File: config.mk
export PLATFORM = sky130hd
export DESIGN_NAME = rf_alu_datapath_p_flat
export DESIGN_NICKNAME = d
export VERILOG_FILES = /design/src/rtl/rf_alu_datapath_p_if.sv /design/src/rtl/rf_alu_datapath_p.sv /design/src/flat_wrapper.sv
export SDC_FILE = /design/constraint.sdc
export NUM_CORES = 1
export LEC_CHECK = 0
export CORE_AREA = 2 2 262 264
export DETAILED_ROUTE_END_ITERATION = 10
export DIE_AREA = 0 0 264 266
export RECOVER_POWER = 100
export SLEW_MARGIN = 0
export SYNTH_ARGS = -nofsm -noshare
export SYNTH_HDL_FRONTEND = slang
export SYNTH_SLANG_ARGS = --single-unit
File: constraint.sdc
create_clock -name clk -period 13 [get_ports clk]
set_input_delay 2.6 -clock clk [delete_from_list [all_inputs] [get_ports clk]]
set_output_delay 2.6 -clock clk [all_outputs]
set_load 0.01 [all_outputs]
File: src/rtl/rf_alu_datapath_p_if.sv
// Datapath-facing bus of rf_alu_datapath_p: RF access, ALU operand/op controls,
// registered result/flags and the multiplier busy/done handshake.
interface rf_alu_datapath_p_if #(
  parameter int DATA_W = 16,
  parameter int ADDR_W = 3
);
  logic              rf_write_en;
  logic [ADDR_W-1:0] rd_addr;
  logic [ADDR_W-1:0] rm_rd_addr;
  logic [ADDR_W-1:0] rn_addr;
  logic [DATA_W-1:0] write_data;
  logic [DATA_W-1:0] pc_in;
  logic [15:0]       instr;
  logic [DATA_W-1:0] rd_in;
  logic [1:0]        imm_sel;
  logic              alu_a_sel;
  logic [1:0]        alu_b_sel;
  logic [2:0]        alu_op;
  logic              alu_out_ce;
  logic [DATA_W-1:0] alu_out;
  logic [3:0]        nzvc;
  logic [DATA_W-1:0] imm_out;
  logic [DATA_W-1:0] read_a_data;
  logic              busy;
  logic              done;

  modport master (
    output rf_write_en, rd_addr, rm_rd_addr, rn_addr, write_data, pc_in, instr,
           rd_in, imm_sel, alu_a_sel, alu_b_sel, alu_op, alu_out_ce,
    input  alu_out, nzvc, imm_out, read_a_data, busy, done
  );

  modport slave (
    input  rf_write_en, rd_addr, rm_rd_addr, rn_addr, write_data, pc_in, instr,
           rd_in, imm_sel, alu_a_sel, alu_b_sel, alu_op, alu_out_ce,
    output alu_out, nzvc, imm_out, read_a_data, busy, done
  );
endinterface

File: src/rtl/rf_alu_datapath_p.sv
// Parametrised register file + ALU datapath with registered ALUOut/NZVC and an
// iterative shift-add multiplier (one bit per cycle, busy/done handshake).
module rf_alu_datapath_p #(
  parameter int DATA_W   = 16,
  parameter int NUM_REGS = 8,
  parameter int ADDR_W   = 3
) (
  input  logic          clk,
  input  logic          rst_n,
  rf_alu_datapath_p_if.slave bus
);
  localparam int CNT_W = $clog2(DATA_W + 1);
  localparam int MSB   = DATA_W - 1;

  typedef enum logic [2:0] {
    OP_ADD = 3'd0, OP_SUB = 3'd1, OP_AND = 3'd2, OP_OR = 3'd3,
    OP_XOR = 3'd4, OP_LSL = 3'd5, OP_LSR = 3'd6, OP_MUL = 3'd7
  } op_e;

  typedef enum logic [1:0] {S_IDLE, S_RUN, S_DONE} state_e;

  logic [NUM_REGS-1:0][DATA_W-1:0] rf_q;
  logic [ADDR_W-1:0] ra, rb;
  logic [DATA_W-1:0] read_b, imm, op_a, op_b, alu_res;
  logic              flag_v, flag_c;
  logic [3:0]        alu_flags;
  logic [DATA_W:0]   add_w, sub_w, shl_w, shr_w;
  logic [4:0]        shamt;

  state_e              state_q, state_d;
  logic [2*DATA_W-1:0] mcand_q, acc_q, acc_next;
  logic [DATA_W-1:0]   mplier_q;
  logic [CNT_W-1:0]    cnt_q;
  logic                start, last, single;
  logic                unused_bits;

  assign unused_bits = ^{bus.instr[15:8], bus.rd_in[DATA_W-1:8]};

  // register file: combinational reads, no write-to-read bypass
  assign ra = bus.rm_rd_addr;
  assign rb = bus.rn_addr;
  assign bus.read_a_data = rf_q[ra];
  assign read_b          = rf_q[rb];

  always_ff @(posedge clk or negedge rst_n) begin
    if (!rst_n)               rf_q <= '0;
    else if (bus.rf_write_en) rf_q[bus.rd_addr] <= bus.write_data;
  end

  always_comb begin
    imm = '0;
    case (bus.imm_sel)
      2'b00:   imm = {{(DATA_W-5){bus.instr[4]}}, bus.instr[4:0]};
      2'b01:   imm = {{(DATA_W-8){bus.instr[7]}}, bus.instr[7:0]};
      2'b10:   imm = {{(DATA_W-8){1'b0}}, bus.instr[7:0]};
      default: imm = {{(DATA_W-8){bus.rd_in[7]}}, bus.rd_in[7:0]};
    endcase
  end
  assign bus.imm_out = imm;

  assign op_a = bus.alu_a_sel ? bus.read_a_data : bus.pc_in;

  always_comb begin
    op_b = '0;
    case (bus.alu_b_sel)
      2'b00:   op_b = read_b;
      2'b01:   op_b = imm;
      2'b10:   op_b = '0;
      default: op_b = DATA_W'(2);
    endcase
  end

  // One extra bit on each side catches carry/borrow and the last bit shifted out;
  // shifts wider than the datapath fall out naturally as zero.
  assign shamt = op_b[4:0];
  assign add_w = {1'b0, op_a} + {1'b0, op_b};
  assign sub_w = {1'b0, op_a} - {1'b0, op_b};
  assign shl_w = {1'b0, op_a} << shamt;
  assign shr_w = {op_a, 1'b0} >> shamt;

  always_comb begin
    alu_res = '0;
    flag_v  = 1'b0;
    flag_c  = 1'b0;
    case (bus.alu_op)
      OP_ADD: begin
        alu_res = add_w[MSB:0];
        flag_c  = add_w[DATA_W];
        flag_v  = (op_a[MSB] == op_b[MSB]) && (alu_res[MSB] != op_a[MSB]);
      end
      OP_SUB: begin
        alu_res = sub_w[MSB:0];
        flag_c  = sub_w[DATA_W];
        flag_v  = (op_a[MSB] != op_b[MSB]) && (alu_res[MSB] != op_a[MSB]);
      end
      OP_AND: alu_res = op_a & op_b;
      OP_OR:  alu_res = op_a | op_b;
      OP_XOR: alu_res = op_a ^ op_b;
      OP_LSL: begin
        alu_res = shl_w[MSB:0];
        flag_c  = shl_w[DATA_W];
      end
      OP_LSR: begin
        alu_res = shr_w[DATA_W:1];
        flag_c  = shr_w[0];
      end
      default: alu_res = '0;
    endcase
  end
  assign alu_flags = {alu_res[MSB], ~|alu_res, flag_v, flag_c};

  // multiplier control
  assign start    = bus.alu_out_ce && (bus.alu_op == OP_MUL) && (state_q != S_RUN);
  assign single   = bus.alu_out_ce && (bus.alu_op != OP_MUL) && (state_q != S_RUN);
  assign last     = (state_q == S_RUN) && (cnt_q == CNT_W'(1));
  assign acc_next = acc_q + (mplier_q[0] ? mcand_q : '0);

  always_ff @(posedge clk or negedge rst_n) begin
    if (!rst_n) state_q <= S_IDLE;
    else        state_q <= state_d;
  end

  always_comb begin
    state_d = state_q;
    case (state_q)
      S_IDLE:  if (start) state_d = S_RUN;
      S_RUN:   if (last)  state_d = S_DONE;
      S_DONE:  state_d = start ? S_RUN : S_IDLE;
      default: state_d = S_IDLE;
    endcase
  end

  always_ff @(posedge clk or negedge rst_n) begin
    if (!rst_n) begin
      mcand_q  <= '0;
      mplier_q <= '0;
      acc_q    <= '0;
      cnt_q    <= '0;
    end else if (start) begin
      mcand_q  <= {{DATA_W{1'b0}}, op_a};
      mplier_q <= op_b;
      acc_q    <= '0;
      cnt_q    <= CNT_W'(DATA_W);
    end else if (state_q == S_RUN) begin
      mcand_q  <= mcand_q << 1;
      mplier_q <= mplier_q >> 1;
      acc_q    <= acc_next;
      cnt_q    <= cnt_q - CNT_W'(1);
    end
  end

  always_ff @(posedge clk or negedge rst_n) begin
    if (!rst_n) begin
      bus.alu_out <= '0;
      bus.nzvc    <= '0;
    end else if (last) begin
      bus.alu_out <= acc_next[MSB:0];
      bus.nzvc    <= {acc_next[MSB], ~|acc_next[MSB:0], |acc_next[2*DATA_W-1:DATA_W], 1'b0};
    end else if (single) begin
      bus.alu_out <= alu_res;
      bus.nzvc    <= alu_flags;
    end
  end

  assign bus.busy = (state_q == S_RUN);
  assign bus.done = (state_q == S_DONE);
endmodule

File: src/flat_wrapper.sv
// flat-port wrapper written by rule: the top's interface ports become plain ports
module rf_alu_datapath_p_flat 
#(
  parameter int DATA_W   = 16,
  parameter int NUM_REGS = 8,
  parameter int ADDR_W   = 3
)
  (clk, rst_n, bus_rf_write_en, bus_rd_addr, bus_rm_rd_addr, bus_rn_addr, bus_write_data, bus_pc_in, bus_instr, bus_rd_in, bus_imm_sel, bus_alu_a_sel, bus_alu_b_sel, bus_alu_op, bus_alu_out_ce, bus_alu_out, bus_nzvc, bus_imm_out, bus_read_a_data, bus_busy, bus_done);
  rf_alu_datapath_p_if #(.DATA_W(DATA_W), .ADDR_W(ADDR_W)) bus_i ();
  input  logic clk;
  input  logic rst_n;
  input wire logic [$bits(bus_i.rf_write_en)-1:0] bus_rf_write_en;
  input wire logic [$bits(bus_i.rd_addr)-1:0] bus_rd_addr;
  input wire logic [$bits(bus_i.rm_rd_addr)-1:0] bus_rm_rd_addr;
  input wire logic [$bits(bus_i.rn_addr)-1:0] bus_rn_addr;
  input wire logic [$bits(bus_i.write_data)-1:0] bus_write_data;
  input wire logic [$bits(bus_i.pc_in)-1:0] bus_pc_in;
  input wire logic [$bits(bus_i.instr)-1:0] bus_instr;
  input wire logic [$bits(bus_i.rd_in)-1:0] bus_rd_in;
  input wire logic [$bits(bus_i.imm_sel)-1:0] bus_imm_sel;
  input wire logic [$bits(bus_i.alu_a_sel)-1:0] bus_alu_a_sel;
  input wire logic [$bits(bus_i.alu_b_sel)-1:0] bus_alu_b_sel;
  input wire logic [$bits(bus_i.alu_op)-1:0] bus_alu_op;
  input wire logic [$bits(bus_i.alu_out_ce)-1:0] bus_alu_out_ce;
  output wire logic [$bits(bus_i.alu_out)-1:0] bus_alu_out;
  output wire logic [$bits(bus_i.nzvc)-1:0] bus_nzvc;
  output wire logic [$bits(bus_i.imm_out)-1:0] bus_imm_out;
  output wire logic [$bits(bus_i.read_a_data)-1:0] bus_read_a_data;
  output wire logic [$bits(bus_i.busy)-1:0] bus_busy;
  output wire logic [$bits(bus_i.done)-1:0] bus_done;
  assign bus_i.rf_write_en = bus_rf_write_en;
  assign bus_i.rd_addr = bus_rd_addr;
  assign bus_i.rm_rd_addr = bus_rm_rd_addr;
  assign bus_i.rn_addr = bus_rn_addr;
  assign bus_i.write_data = bus_write_data;
  assign bus_i.pc_in = bus_pc_in;
  assign bus_i.instr = bus_instr;
  assign bus_i.rd_in = bus_rd_in;
  assign bus_i.imm_sel = bus_imm_sel;
  assign bus_i.alu_a_sel = bus_alu_a_sel;
  assign bus_i.alu_b_sel = bus_alu_b_sel;
  assign bus_i.alu_op = bus_alu_op;
  assign bus_i.alu_out_ce = bus_alu_out_ce;
  assign bus_alu_out = bus_i.alu_out;
  assign bus_nzvc = bus_i.nzvc;
  assign bus_imm_out = bus_i.imm_out;
  assign bus_read_a_data = bus_i.read_a_data;
  assign bus_busy = bus_i.busy;
  assign bus_done = bus_i.done;
  rf_alu_datapath_p #(.DATA_W(DATA_W), .NUM_REGS(NUM_REGS), .ADDR_W(ADDR_W)) u_core (.clk(clk), .rst_n(rst_n), .bus(bus_i));
endmodule
==> flow_metrics.py, run 1 <==
metrics = {
    "status": {
        "outcome": "complete, but fails checks",
        "violations": "capacitance limit, slew limit",
    },
    "floorplanning": {
        "chipWidth_um": 264,
        "core_mm2": 0.06775,
        "dieArea_mm2": 0.07022,
        "fp.dieH_um": 266,
        "rows": 96,
        "initial_core_util_pct": 25.61,
        "io_pins": 139,
    },
    "critical_path": {
        "crit_fanout": 15,
        "arrival_ns": 9.24,
        "start_kind": "input port",
        "cp.required_ns": 13.48,
        "cp-end-kind": "register",
        "worst-path-buf-inv": 2,
        "path_delay_family": "compound AO/OA/AOI/OAI gates",
        "worst_path_largest_cell_delay_ns": 1.18,
        "crit_path_top_delay_cell": "nor2_1",
        "worstSetupPathType": "input port to register",
        "critPathMostFrequentCell": "a21oi_1",
        "cp_cell_sequence": "dlygate4sd3_1 -> nor2_1 -> a22o_1 -> o31ai_1 -> clkbuf_1 -> ha_1 -> a21o_1 -> a2111oi_0 -> a21oi_1 -> o2bb2ai_1 -> o41ai_1 -> o21bai_1 -> a21oi_1 -> mux2i_1 -> xnor2_1 -> a221oi_1 -> nand4_1 -> a31oi_1",
    },
    "final_layout": {
        "regArea_mm2": 0.005856,
        "antenna_cells_inserted": 0,
        "multiInputGateArea_mm2": 0.01073,
        "layout-drive-gt1-share_pct": 14.82,
        "nFillCells": 7070,
        "nNetsFinal": 2086,
        "syn_to_final_growth_pct": 17.32,
    },
    "logic_synthesis": {
        "synth_nets": 2018,
        "synth_cell_type_count": 76,
        "synth_edf_count": 0,
        "avgSynthCellArea_um2": 9.393,
        "yosysWarningCount": 0,
        "synth_most_common_cell": "dfrtp_1",
        "ys.flop_type": "dfrtp_1",
        "yosys.area.top_type": "dfrtp_1",
        "synthCells": 1847,
        "ys_top_cells_by_count": "dfrtp_1 (234), nand2_1 (161), mux2_2 (158), nor2_1 (116), a21oi_1 (108)",
        "synth.area.top_cells": "dfrtp_1 (34%), mux2_2 (10%), mux2i_1 (6.1%)",
        "yosysTopAreaCellShare_pct": 33.75,
        "postSynthRegisterBits": 234,
        "async_flop_share_pct": 100.0,
        "netlist_area_mm2": 0.01735,
        "seq_area_frac_synth_pct": 33.75,
    },
    "global_route": {
        "grt_usage_pct": 15.42,
        "grt_max_degree": 142,
        "grt_pass1_wl_um": 87050,
        "grt-ovfl-total": 0,
        "grt_pass1_vias": 15226,
        "antenna_found_initial": 1,
    },
    "clocking": {
        "post-cts-setup-buffers": 0,
        "cts.sinks": 234,
        "cts_tree": "yes",
        "cts_resized": 0,
        "path_clk_slew_ns": 0.06,
        "cts_buffers": 27,
        "clock_latency_ns": 0.56,
        "cts.hold.buffers_added": 0,
        "cts_buffer_depth": 3,
        "htreeDepth": 1,
        "cts_root_buf": "clkbuf_16",
    },
    "sta": {
        "fmax_mhz": 114.2,
        "relSlewSlack_pct": -251.6,
        "fin_hold_ws_ns": 0.4812,
        "setup_ws_ns": 4.240,
        "skew_ns": 0.01202,
        "rsz0062_at_grt": "false",
        "hold_viol": 0,
        "slew_violations": 385,
        "timing.setup.tns_ns": 0,
        "tightest_slew_ns": 5.275,
        "finalSetupViolations": 0,
        "min_period_ns": 8.760,
        "fin_crit_sh_pct": 67.38,
    },
    "power_and_ir_drop": {
        "finalPower_w": 0.003092,
        "ir_worst_vdd_mv": 0.1074,
        "leakage_nw": 8.846,
        "power_density_mw_per_mm2": 151.9,
    },
    "drt": {
        "drt-pass1-iter-count": 6,
        "ant_nets": 0,
        "via_per_inst": 5.293,
        "vias": 14917,
        "routed_wirelength_um": 55230,
        "drc": 0,
        "wl_per_cell_um": 19.60,
        "drt_iter0_drc": 1160,
    },
    "placement": {
        "gp_congestion": 0.9141,
        "dpl_worst_slack_ns": 4.154,
        "dp_hpwl_um": 39160,
        "port_buffers": 122,
    },
    "flow_run": {
        "drv_cap": 5,
    },
    "worst_hold_path": {
        "hold_class": "register to register",
    },
}
-- per-layer routing --
| layer | track usage (%) | share of wire, % |
|---|---|---|
| met1 | 21.10 | 46 |
| met2 | 25.60 | 46 |
| met3 | 2.329 | 5.6 |
| met4 | 3.471 | 2.3 |
| met5 | 0 | 0.024 |
-- where the power goes --
group,total (W),internal [W],switching (W)
combinational,0.00118,0.000511,0.000671
clock,0.000839,0.000505,0.000334
sequential,0.00107,0.000930,0.000141
-- tightest hold or removal path, delay by kind of cell, from the launching register on --
kind             cells  cell delay [ns]
AND/OR/NAND/NOR      2             0.11
flip-flops           1             0.35
-- cell families after synthesis --
kind of cell	count (synthesis)	share of synthesized area, %
mux	295	20.42
flops	234	33.75
fa+ha+maj	86	6.332
simple gates	514	14.08
xor+xnor	50	2.524
compound gates	482	18.40
buf+inv	186	4.486
-- final cells by class --
cell class	instances	share of cell area (%)
flip-flops and latches	234	28.77
inverters	65	1.211
repair buffers	160	7.131
multi-input cells	1427	52.70
clock inverters	17	1.137
well taps	882	5.422
clock buffers	33	3.627
-- worst paths after layout --
path | startpoint | to | slack, ns | depth (start not counted)
max | bus_rm_rd_addr[1] | u_core.bus.nzvc[2] | 4.24 | 18
min | u_core.mcand_q[16] | u_core.mcand_q[17] | 0.48 | 2
max reg2reg | u_core.state_q[1] | u_core.bus.nzvc[1] | 4.58 | 11
min reg2reg | u_core.mcand_q[16] | u_core.mcand_q[17] | 0.48 | 2
max in group asynchronous | rst_n | u_core.mcand_q[16] | 6.05 | 1
min in group asynchronous | rst_n | u_core.cnt_q[3] | 3.93 | 1
-- placed cells by master, fill, tap and decap left out, types with 15 or more instances in the layout --
cell type	netlist	layout
mux2i_1	105	105
a31oi_1	23	23
dfrtp_1	234	234
xnor2_1	35	35
a21o_1	34	34
xor2_1	15	15
a22oi_1	44	44
mux2_2	158	157
and2_1	47	38
o211ai_1	16	16
o21ai_0	101	101
buf_4	11	25
dlygate4sd3_1	0	44
nand3_1	72	72
clkdlybuf4s50_1	0	74
inv_1	62	61
a211oi_1	17	17
o22ai_1	25	25
nor2_1	116	116
nor2b_1	27	27
nor3_1	29	28
mux4_2	31	31
ha_1	83	83
clkbuf_1	88	16
a21oi_1	108	108
clkbuf_16	0	27
nand2_1	161	161
-- per-stage QoR --
step	std cells	utilization [%]	instance area (um^2)
after floorplan	1847	-	17350
after global placement	2768	28.73	19460
after detailed placement	2768	28.73	19460
after CTS	2818	30.16	20430
after global routing	2818	30.05	20350
final	2818	30.05	20350
-- sequential cells by signal (all words and copies together), names as in the netlist --
signal and cells:
u_core.acc_q 32, u_core.bus.alu_out 15, u_core.bus.nzvc 4, u_core.cnt_q 5
u_core.mcand_q 32, u_core.mplier_q 16, u_core.rf_q 128, u_core.state_q 2
Note: power is estimated with default switching activity, not from simulation.
==> run 2: changes to the inputs <==
==> constraint.sdc (replaced) <==
create_clock -name clk -period 7.9 [get_ports clk]
set_input_delay 1.58 -clock clk [delete_from_list [all_inputs] [get_ports clk]]
set_output_delay 1.58 -clock clk [all_outputs]
set_load 0.01 [all_outputs]
==> flow_metrics.py, run 2 (synthesized netlist as in run 1, its figures left out) <==
metrics = {
    "status": {
        "outcome": "complete, but fails checks",
        "violations": "capacitance limit, slew limit",
    },
    "power_and_ir_drop": {
        "p_int_w": 0.003087,
        "switching_share_pct": 37.78,
        "power_frac_seq_pct": 35.7,
        "pwr-share-clk_pct": 25.1,
        "p_switching_w": 0.001875,
        "comb_power_share_pct": 39.3,
        "leakage_nw": 8.871,
        "power_density_mw_per_mm2": 243.8,
        "ir_worst_vdd_mv": 0.1825,
    },
    "placement": {
        "port_buffers": 122,
        "dp.cells": 2786,
        "gp_congestion": 0.8898,
        "dp_hpwl_um": 39540,
    },
    "sta": {
        "fmax_mhz": 143.7,
        "relSlewSlack_pct": -216.5,
        "fin_crit_sh_pct": 88.06,
        "min_period_ns": 6.957,
        "skew_ns": 0.03908,
        "rsz0062_at_grt": "false",
        "finalSetupViolations": 0,
        "timing.setup.tns_ns": 0,
        "hold_viol": 0,
        "slew_violations": 262,
        "tightest_slew_ns": 4.748,
    },
    "worst_hold_path": {
        "hp-start": "u_core.mplier_q[14]",
        "hold_class": "register to register",
        "whs_path_depth": 2,
        "whs_endpoint": "u_core.mplier_q[13]",
    },
    "global_route": {
        "grt_usage_pct": 15.42,
        "grt_pass1_wl_um": 86560,
        "grt-ovfl-total": 0,
        "grt_max_degree": 154,
        "antenna_found_initial": 1,
        "grt_pass1_vias": 14839,
    },
    "critical_path": {
        "worstSetupPathType": "input port to register",
        "cp.required_ns": 8.38,
        "reg2reg_slack_ns": 1.74,
        "cp-end-kind": "register",
        "start_kind": "input port",
        "arrival_ns": 7.43,
        "reg2reg_to": "u_core.bus.nzvc[2]",
        "reg2reg_from": "u_core.state_q[0]",
        "crit_fanout": 15,
        "reg2reg_depth": 13,
    },
    "final_layout": {
        "syn_to_final_growth_pct": 17.31,
        "multiInputGateArea_mm2": 0.01071,
        "layout_commonest_cell": "dfrtp_1",
        "top_register": "u_core.rf_q",
        "largest_reg_flops": 128,
        "nFillCells": 7091,
        "reg_top3": "u_core.rf_q x128, u_core.acc_q x32, u_core.mcand_q x32",
        "nNetsFinal": 2104,
        "stdcell_count": 2834,
        "antenna_cells_inserted": 0,
        "final_cell_mix": "dfrtp_1 (234), nand2_1 (161), mux2_2 (157)",
        "regArea_mm2": 0.005856,
        "layout-drive-gt1-share_pct": 15.01,
    },
    "drt": {
        "drc": 0,
        "via_per_inst": 5.305,
        "ant_nets": 0,
        "wl_per_cell_um": 19.70,
        "routed_wirelength_um": 55830,
        "drt-pass1-iter-count": 5,
        "vias": 15033,
        "drt_iter0_drc": 1214,
    },
    "floorplanning": {
        "chipWidth_um": 264,
        "fp.dieH_um": 266,
        "dieArea_mm2": 0.07022,
        "rows": 96,
        "core_mm2": 0.06775,
        "initial_core_util_pct": 25.61,
        "io_pins": 139,
    },
    "clocking": {
        "path_clk_slew_ns": 0.06,
        "cts_tree": "yes",
        "cts_resized": 0,
        "post-cts-setup-buffers": 0,
        "cts.sinks": 234,
        "cts_buffers": 27,
        "cts.hold.buffers_added": 0,
        "clock_latency_ns": 0.59,
        "cts_buffer_depth": 3,
        "htreeDepth": 1,
        "cts_root_buf": "clkbuf_16",
    },
    "flow_run": {
        "drv_cap": 3,
    },
}
run 2: cell types whose count changed in the layout (fill, tap and decap cells not counted), moves of 3 or more:
cell             change
buf_4               +15
clkdlybuf4s50_1      -3
clkbuf_1             +8
bufinv_16            -4
dlygate4sd3_1        +3
run 2: critical path: stages:
cell	delay, ns
dlygate4sd3_1	0.66
and2b_1	0.49
a22o_1	0.34
o31ai_1	0.55
ha_1	0.47
a21o_1	0.22
a2111oi_0	0.49
buf_4	0.20
a21oi_1	0.09
o2bb2ai_1	0.21
o41ai_1	0.46
o21bai_1	0.13
a21oi_1	0.25
mux2i_1	0.13
xnor2_1	0.17
a221oi_1	0.46
clkbuf_1	0.23
nand4_1	0.12
a31oi_1	0.17
run 2: layout make-up:
type | count | share of cell area, %
flip-flops and latches | 234 | 28.77
inverters | 65 | 1.211
clock buffers | 39 | 3.787
multi-input cells | 1427 | 52.64
well taps | 882 | 5.422
repair buffers | 178 | 7.740
clock inverters | 9 | 0.4303
run 2: layer usage:
metal,track usage [%],wire length (um)
met5,0,10
met4,3.639,1034
met3,2.033,3654
met2,25.06,25560
met1,21.68,25570
run 2: worst max-delay path by stage:
stage                       from                  to  slack [ns]  cells past startpoint
2_1_floorplan  bus_rm_rd_addr[0]  u_core.bus.nzvc[2]        1.88                     19
3_3_place_gp   bus_rm_rd_addr[2]  u_core.bus.nzvc[2]        0.59                     19
3_5_place_dp   bus_rm_rd_addr[2]  u_core.bus.nzvc[3]        0.58                     19
4_1_cts        bus_rm_rd_addr[2]  u_core.bus.nzvc[3]        1.14                     19
5_1_grt        bus_rm_rd_addr[1]  u_core.bus.nzvc[2]        0.79                     19
6_report       bus_rm_rd_addr[1]  u_core.bus.nzvc[2]        0.94                     19
run 2: power groups by stage:
stage	sequential (W)	combinational, W	clock, W
floorplan	0.00173	0.00132	0
global placement	0.00176	0.00193	0
detailed placement	0.00179	0.00197	0
CTS	0.00177	0.00198	0.00127
global route	0.00181	0.00213	0.00132
finish	0.00177	0.00195	0.00124
run 2: through the flow:
step / hold slack (ns) / instance area, um^2 / total power, W / util [%] / setup slack, ns
floorplan: 0.4502 / 17350 / 0.003045 / - / 1.884
global placement: 0.4601 / 19600 / 0.003696 / 28.93 / 0.5949
detailed placement: 0.4713 / 19600 / 0.003756 / 28.93 / 0.5754
CTS: 0.4878 / 20460 / 0.005017 / 30.20 / 1.141
global route: 0.5182 / 20350 / 0.005266 / 30.04 / 0.7929
finish: 0.4878 / 20350 / 0.004961 / 30.04 / 0.9432
